==> config.mk <==
export PLATFORM = sky130hd
export DESIGN_NAME = micro_sequencer
export DESIGN_NICKNAME = d
export VERILOG_FILES = /design/src/rtl/micro_sequencer.sv
export SDC_FILE = /design/constraint.sdc
export NUM_CORES = 1
export LEC_CHECK = 0
export BUFFER_PORTS_ARGS = -buffer_cell sky130_fd_sc_hd__buf_2
export CORE_MARGIN = 4
export CORE_UTILIZATION = 49
export DETAILED_ROUTE_END_ITERATION = 10
export GPL_ROUTABILITY_DRIVEN = 0
export PLACE_DENSITY = 0.9
export RECOVER_POWER = 50
export REMOVE_ABC_BUFFERS = 1
export SLEW_MARGIN = 20
export SYNTH_ARGS = -nofsm -noshare
export SYNTH_HDL_FRONTEND = slang
export SYNTH_SLANG_ARGS = --single-unit
==> constraint.sdc <==
create_clock -name MICRO_SEQUENCER_CLOCK_50 -period 4.9 [get_ports MICRO_SEQUENCER_CLOCK_50]
set_input_delay 0.735 -clock MICRO_SEQUENCER_CLOCK_50 [delete_from_list [all_inputs] [get_ports MICRO_SEQUENCER_CLOCK_50]]
set_output_delay 0.735 -clock MICRO_SEQUENCER_CLOCK_50 [all_outputs]
set_load 0.02 [all_outputs]
==> src/rtl/micro_sequencer.sv <==
// Control-store address sequencer: picks the next microaddress from the MIR
// condition/jump fields and holds the microprogram while main memory is busy.
module micro_sequencer #(
    parameter int unsigned DATAWIDTH_JUMPADDRESS = 11,
    parameter int unsigned DATAWIDTH_CONDITION   = 3,
    parameter int unsigned DATAWIDTH_CYCLECOUNT  = 16
) (
    input  logic                             MICRO_SEQUENCER_CLOCK_50,
    input  logic                             MICRO_SEQUENCER_ResetInHigh_In,
    input  logic [DATAWIDTH_CONDITION-1:0]   MICRO_SEQUENCER_Condition_InBus,
    input  logic [DATAWIDTH_JUMPADDRESS-1:0] MICRO_SEQUENCER_JumpAddress_InBus,
    input  logic                             MICRO_SEQUENCER_RD_In,
    input  logic                             MICRO_SEQUENCER_WRMain_In,
    input  logic                             MICRO_SEQUENCER_MemReady_In,
    input  logic [31:0]                      MICRO_SEQUENCER_IR_InBus,
    input  logic [3:0]                       MICRO_SEQUENCER_PSR_InBus,
    output logic [DATAWIDTH_JUMPADDRESS-1:0] MICRO_SEQUENCER_CSAddress_OutBus,
    output logic                             MICRO_SEQUENCER_Stall_Out,
    output logic [DATAWIDTH_CYCLECOUNT-1:0]  MICRO_SEQUENCER_CycleCount_OutBus
);

    localparam int unsigned AW = DATAWIDTH_JUMPADDRESS;
    localparam int unsigned CW = DATAWIDTH_CYCLECOUNT;

    typedef enum logic {
        ST_RUN  = 1'b0,
        ST_WAIT = 1'b1
    } state_t;

    state_t          r_state;
    logic [AW-1:0]   r_csaddr;
    logic [CW-1:0]   r_count;

    logic [AW-1:0]   w_incr;
    logic [AW-1:0]   w_next;
    logic [AW-1:0]   w_decode;
    logic            w_mem;
    logic            w_flag_n;
    logic            w_flag_z;
    logic            w_flag_v;
    logic            w_flag_c;
    logic            w_unused_ir;

    assign w_flag_n = MICRO_SEQUENCER_PSR_InBus[3];
    assign w_flag_z = MICRO_SEQUENCER_PSR_InBus[2];
    assign w_flag_v = MICRO_SEQUENCER_PSR_InBus[1];
    assign w_flag_c = MICRO_SEQUENCER_PSR_InBus[0];

    // DECODE dispatch: op/op3 fields of the IR land in the upper half of the store
    assign w_decode = AW'({1'b1, MICRO_SEQUENCER_IR_InBus[31:30],
                           MICRO_SEQUENCER_IR_InBus[24:19], 2'b00});

    assign w_unused_ir = ^{MICRO_SEQUENCER_IR_InBus[29:25],
                           MICRO_SEQUENCER_IR_InBus[18:14],
                           MICRO_SEQUENCER_IR_InBus[12:0]};

    assign w_incr = r_csaddr + AW'(1);
    assign w_mem  = MICRO_SEQUENCER_RD_In | MICRO_SEQUENCER_WRMain_In;

    // Next-address mux
    always_comb begin
        w_next = w_incr;
        case (MICRO_SEQUENCER_Condition_InBus)
            3'b001:  if (w_flag_n) w_next = MICRO_SEQUENCER_JumpAddress_InBus;
            3'b010:  if (w_flag_z) w_next = MICRO_SEQUENCER_JumpAddress_InBus;
            3'b011:  if (w_flag_c) w_next = MICRO_SEQUENCER_JumpAddress_InBus;
            3'b100:  if (w_flag_v) w_next = MICRO_SEQUENCER_JumpAddress_InBus;
            3'b101:  if (MICRO_SEQUENCER_IR_InBus[13]) w_next = MICRO_SEQUENCER_JumpAddress_InBus;
            3'b110:  w_next = w_decode;
            3'b111:  w_next = MICRO_SEQUENCER_JumpAddress_InBus;
            default: w_next = w_incr;
        endcase
    end

    // Sequencer FSM: advance on every cycle unless a memory access is pending
    always_ff @(posedge MICRO_SEQUENCER_CLOCK_50) begin
        if (MICRO_SEQUENCER_ResetInHigh_In) begin
            r_state  <= ST_RUN;
            r_csaddr <= '0;
            r_count  <= '0;
        end else begin
            case (r_state)
                ST_RUN: begin
                    if (!w_mem || MICRO_SEQUENCER_MemReady_In) begin
                        r_csaddr <= w_next;
                        r_count  <= r_count + CW'(1);
                    end else begin
                        r_state  <= ST_WAIT;
                    end
                end
                ST_WAIT: begin
                    if (MICRO_SEQUENCER_MemReady_In) begin
                        r_csaddr <= w_next;
                        r_count  <= r_count + CW'(1);
                        r_state  <= ST_RUN;
                    end
                end
                default: r_state <= ST_RUN;
            endcase
        end
    end

    // Stall is combinational so the datapath freezes in the very cycle the access starts
    assign MICRO_SEQUENCER_Stall_Out = !MICRO_SEQUENCER_ResetInHigh_In &&
        ((r_state == ST_WAIT) || (w_mem && !MICRO_SEQUENCER_MemReady_In));

    assign MICRO_SEQUENCER_CSAddress_OutBus  = r_csaddr;
    assign MICRO_SEQUENCER_CycleCount_OutBus = r_count;

endmodule

**Word level (Yosys, flattened, before mapping)**

Cells that the tools add are included.

- Input bits: 55
- Word-level logic and storage cells: 39
- Register bits: 28
- Output and inout bits: 28

- Equal/unequal tests: 9
- Reduce and logical (&&, ||, !) cells: 8
- $add $sub $neg: 2
- Bitwise operators: 2
- Muxes and demuxes: 15

Operators by type and width:

| operator | number |
|---|---|
| two-way mux 11 bit | 7 |
| one-hot mux 11 bit (7 select lines) | 1 |
| two-way mux 16 bit | 2 |
| one-hot mux 16 bit (2 select lines) | 1 |
| one-hot mux 11 bit (2 select lines) | 1 |
| adder 16 x 1 -> 16 bit, second input constant | 1 |
| equality test 3 bit, second input constant | 4 |
| adder 11 x 1 -> 11 bit, second input constant | 1 |
| equality test 3 x 2 -> 1 bit, second input constant | 2 |
| inequality test 2 bit, second input constant | 2 |
| equality test 3 x 1 -> 1 bit, second input constant | 1 |
| zero test 1 bit | 3 |
| logical AND 1 bit | 2 |
| logical OR 1 bit | 2 |
| two-way mux 1 bit | 2 |
| one-hot mux 1 bit (2 select lines) | 1 |
| AND reduction 2 bit | 1 |
| NOT 1 bit | 1 |
| bitwise OR 1 bit | 1 |

**Logic depth before layout (Yosys ltp)**

- Word-level depth: 5
- Gate-level depth with buffers: 7

**Worst setup path before layout**

Ideal clock, no wire load.

- Kind: input to output
- Start: in MICRO_SEQUENCER_WRMain_In
- End: out MICRO_SEQUENCER_Stall_Out
- Setup slack: 2505 ps
- Required time: 4165 ps
- Arrival time: 1660 ps
- Stages: 5
- Cells stage by stage: nor3_1 > nor2_1 > clkbuf_1 > nor2_1 > nor2_1

- Word-level cells in the longest chain between the ends: 4

RTL lines:

| item | line | source |
|---|---|---|
| start: declaration | 13 | `input logic MICRO_SEQUENCER_WRMain_In,` |
| bitwise OR 1 bit | 58 | `assign w_mem = MICRO_SEQUENCER_RD_In \| MICRO_SEQUENCER_WRMain_In;` |
| logical AND 1 bit | 105 | `((r_state == ST_WAIT) \|\| (w_mem && !MICRO_SEQUENCER_MemReady_In));` |
| logical OR 1 bit | 105 |  |
| logical AND 1 bit | 104 | `assign MICRO_SEQUENCER_Stall_Out = !MICRO_SEQUENCER_ResetInHigh_In &&` |
| end: declaration | 18 | `output logic MICRO_SEQUENCER_Stall_Out,` |

Every way passes these cells.

**Worst setup path after layout**

Ends and elaborated chain as after synthesis.

==> impl_metrics.json <==
{
  "period_needed_ps": 2755,
  "hold_class": "reg2reg",
  "netlist_instances": 197,
  "routed_wl_mm": 3.991,
  "drtPass1Iterations": 4,
  "synth-seq-cells": 28,
  "setup_viol": 0,
  "grt_pass1_vias": 1451,
  "antenna_left": 0,
  "die_h_um": 65.51,
  "max-vdd-ir-drop_v": 0.0001577,
  "end_kind": "output port",
  "cp_num_buf_inv": 2,
  "grt_pass1_wl_mm": 6.513,
  "clock-sinks": 28,
  "cts_root_buf": "clkbuf_4",
  "crit_family": "simple AND/OR/NAND/NOR gates",
  "ys.flop_type": "dfxtp_1",
  "cp_common_cell": "nor2_1",
  "synth_area_leaders": "dfxtp_1, xnor2_1, nor2_1",
  "finalSetupTns_ps": 0,
  "ctsResizeCount": 0,
  "reg2regPathDepth": 4,
  "run_status": "finished clean",
  "place_hpwl_mm": 2.966,
  "worst_pin_slew_ps": 1021,
  "layout.nets": 309,
  "r2r-end": "MICRO_SEQUENCER_CSAddress_OutBus[2]",
  "drive_above_1_share": 0.1992,
  "grt_max_degree": 31,
  "hold_buffers": 0,
  "ys_types": 48,
  "multi_input_area_um2": 993.5,
  "ys_warn_count": 0,
  "antenna_found_initial": 0,
  "max_freq_mhz": 363.0,
  "io_buffers": 59,
  "finalCritPeriodShare": 0.5622,
  "crit_chain": "buf_2, nor3_1, nor2_1, nor2_1, nor2_1, buf_2",
  "dieWidth_um": 65.51,
  "grt_setup_unrepaired": "no",
  "netlist_area_um2": 1620,
  "finalHoldViolations": 0,
  "std_cell_rows": 20,
  "start_kind": "primary input",
  "grt_usage": 0.1901,
  "powerDensity_nw_per_um2": 244.1,
  "avgSynthCellArea_um2": 8.225,
  "via_count": 1633,
  "io-pin-count": 83,
  "slew_headroom": 0.3167,
  "cp.required_ps": 4160,
  "drtIter0Drc": 69,
  "yosys.area.top_type": "dfxtp_1",
  "total_leakage_power_nw": 0.7072,
  "critical_path_class": "in2out",
  "route.detailed.drc": 0,
  "h-tree-depth": 1,
  "core_um2": 3103,
  "regArea_um2": 560.5,
  "cts_made_buffers": 3,
  "async_reset_ff_frac": 0,
  "overflow": 0,
  "fill_cells": 307,
  "cts_max_path_buffers": 2,
  "synthToLayoutAreaGrowth_pct": 19.23,
  "power_w": 0.0004716,
  "path_max_fanout": 15,
  "clock_skew_ps": 2.731,
  "cts_tree": "built",
  "viasPerCell": 5.536,
  "regToRegSetupSlack_ps": 2960,
  "dieArea_um2": 4291,
  "clock_latency_ps": 330,
  "whs_path_depth": 2,
  "wl_per_cell_um": 13.53,
  "slowest_delay_ps": 780,
  "antenna_cells": 0,
  "synth_edf_count": 0,
  "r2r_start": "r_state",
  "initial_utilization": 0.5222,
  "crit_start": "MICRO_SEQUENCER_WRMain_In",
  "ys_seq_area_frac": 0.3459,
  "clk_pin_slew_ps": 150,
  "drv_cap": 0,
  "slew_violations": 0,
  "postCtsSetupRepairBufs": 0,
  "worstHoldStart": "MICRO_SEQUENCER_CycleCount_OutBus[1]",
  "synth_top_area_share": 0.3459,
  "hold_end": "MICRO_SEQUENCER_CycleCount_OutBus[1]",
  "slowest_stage": "nor2_1",
  "worst_ep_arrival_time_ps": 2020
}
-- cells in the final DEF, fill, tap and decap left out, drive strengths merged, types with 2 or more instances in the layout --
cell type	synthesis	layout
nand4	4	4
ha	2	2
xnor2	10	10
a221o	3	3
and2	4	4
nand2	16	16
nand2b	2	2
a21oi	11	11
nor3	9	9
nor2	23	23
buf	3	34
nor4	3	3
a211oi	4	4
a22o	4	4
clkbuf	6	29
o21ai	9	9
a221oi	4	4
nand3	7	7
dfxtp	28	28
xor2	5	5
or3	4	4
nor2b	3	3
o211ai	4	4
and3	2	2
a21o	3	3
inv	6	6
and4	3	3
-- cell type report --
| cell class | count | share of cell area |
|---|---|---|
| Clock buffer | 4 | 0.01878 |
| Timing Repair Buffer | 59 | 0.1367 |
| Multi-Input combinational cell | 154 | 0.5142 |
| Inverter | 6 | 0.01166 |
| Sequential cell | 28 | 0.2902 |
| Tap cell | 44 | 0.02850 |
-- kinds of logic (layout without fill, tap and decap cells) --
kind of cell,Yosys count,count (layout),share of synthesized area
adder cells (fa/ha/maj),2,2,0.01544
multiplexers,1,1,0.006178
flip-flops,28,28,0.3459
XOR/XNOR,15,15,0.08108
buffers and inverters,15,69,0.04092
AO/OA/AOI/OAI,51,51,0.2371
AND/OR/NAND/NOR,85,85,0.2734
-- registers in the layout (all words and copies together) (netlist names) --
| register | flops |
|---|---|
| MICRO_SEQUENCER_CSAddress_OutBus | 11 |
| r_state | 1 |
| MICRO_SEQUENCER_CycleCount_OutBus | 16 |
-- worst max-delay path by stage --
stage	end	cells past startpoint
6_report	MICRO_SEQUENCER_Stall_Out	6
2_1_floorplan	MICRO_SEQUENCER_Stall_Out	4
4_1_cts	MICRO_SEQUENCER_Stall_Out	6
5_1_grt	MICRO_SEQUENCER_Stall_Out	6
3_3_place_gp	MICRO_SEQUENCER_Stall_Out	6
3_5_place_dp	MICRO_SEQUENCER_Stall_Out	6
-- stage by stage --
| stage | instances | cell area (um2) | hold slack [ps] | setup WS, ps | utilization |
|---|---|---|---|---|---|
| 3_5_place_dp | 291 | 1927 | 485.5 | 2131 | 0.6210 |
| 5_1_grt | 295 | 1932 | 562.7 | 1983 | 0.6226 |
| 2_1_floorplan | 188 | 1577 | 551.0 | 2502 | - |
| 3_3_place_gp | 291 | 1927 | 476.1 | 2171 | 0.6210 |
| 4_1_cts | 295 | 1963 | 506.1 | 2119 | 0.6327 |
| 6_report | 295 | 1932 | 507.5 | 2145 | 0.6226 |
-- per-layer routing --
metal | share of wire | GRT usage | routed length [um] | vias to the layer above
met4 | 0.011 | 0.06477 | 44 | 0
met3 | 0.052 | 0.01880 | 206 | 4
li1 | - | - | - | 834
met5 | 0 | 0 | 0 | -
met2 | 0.49 | 0.3148 | 1945 | 52
met1 | 0.45 | 0.2574 | 1795 | 743
-- power by group --
part           internal, W  total [W]  switching, W
Clock            0.0000455   0.000116     0.0000700
Combinational    0.0000417   0.000104     0.0000619
Sequential        0.000239   0.000252     0.0000132
-- cells in the mapped netlist, types with 3 or more instances --
master / instances
a211oi_1: 4
a21o_2: 3
a21oi_1: 11
a221o_2: 3
a221oi_1: 4
a22o_1: 4
and2_1: 3
and4_1: 3
clkbuf_1: 6
dfxtp_1: 28
inv_1: 6
nand2_1: 16
nand3_1: 7
nand4_1: 4
nor2_1: 23
nor3_1: 9
nor4_1: 3
o211ai_1: 3
o21ai_0: 8
or3_1: 4
xnor2_1: 10
xor2_1: 5
-- tightest hold or removal path, delay by kind of cell, from the launching register on --
| kind | cells | cell delay (ps) |
|---|---|---|
| flops | 1 | 370 |
| compound gates | 1 | 50 |
| simple gates | 1 | 60 |
(Power assumes the default switching activity.)
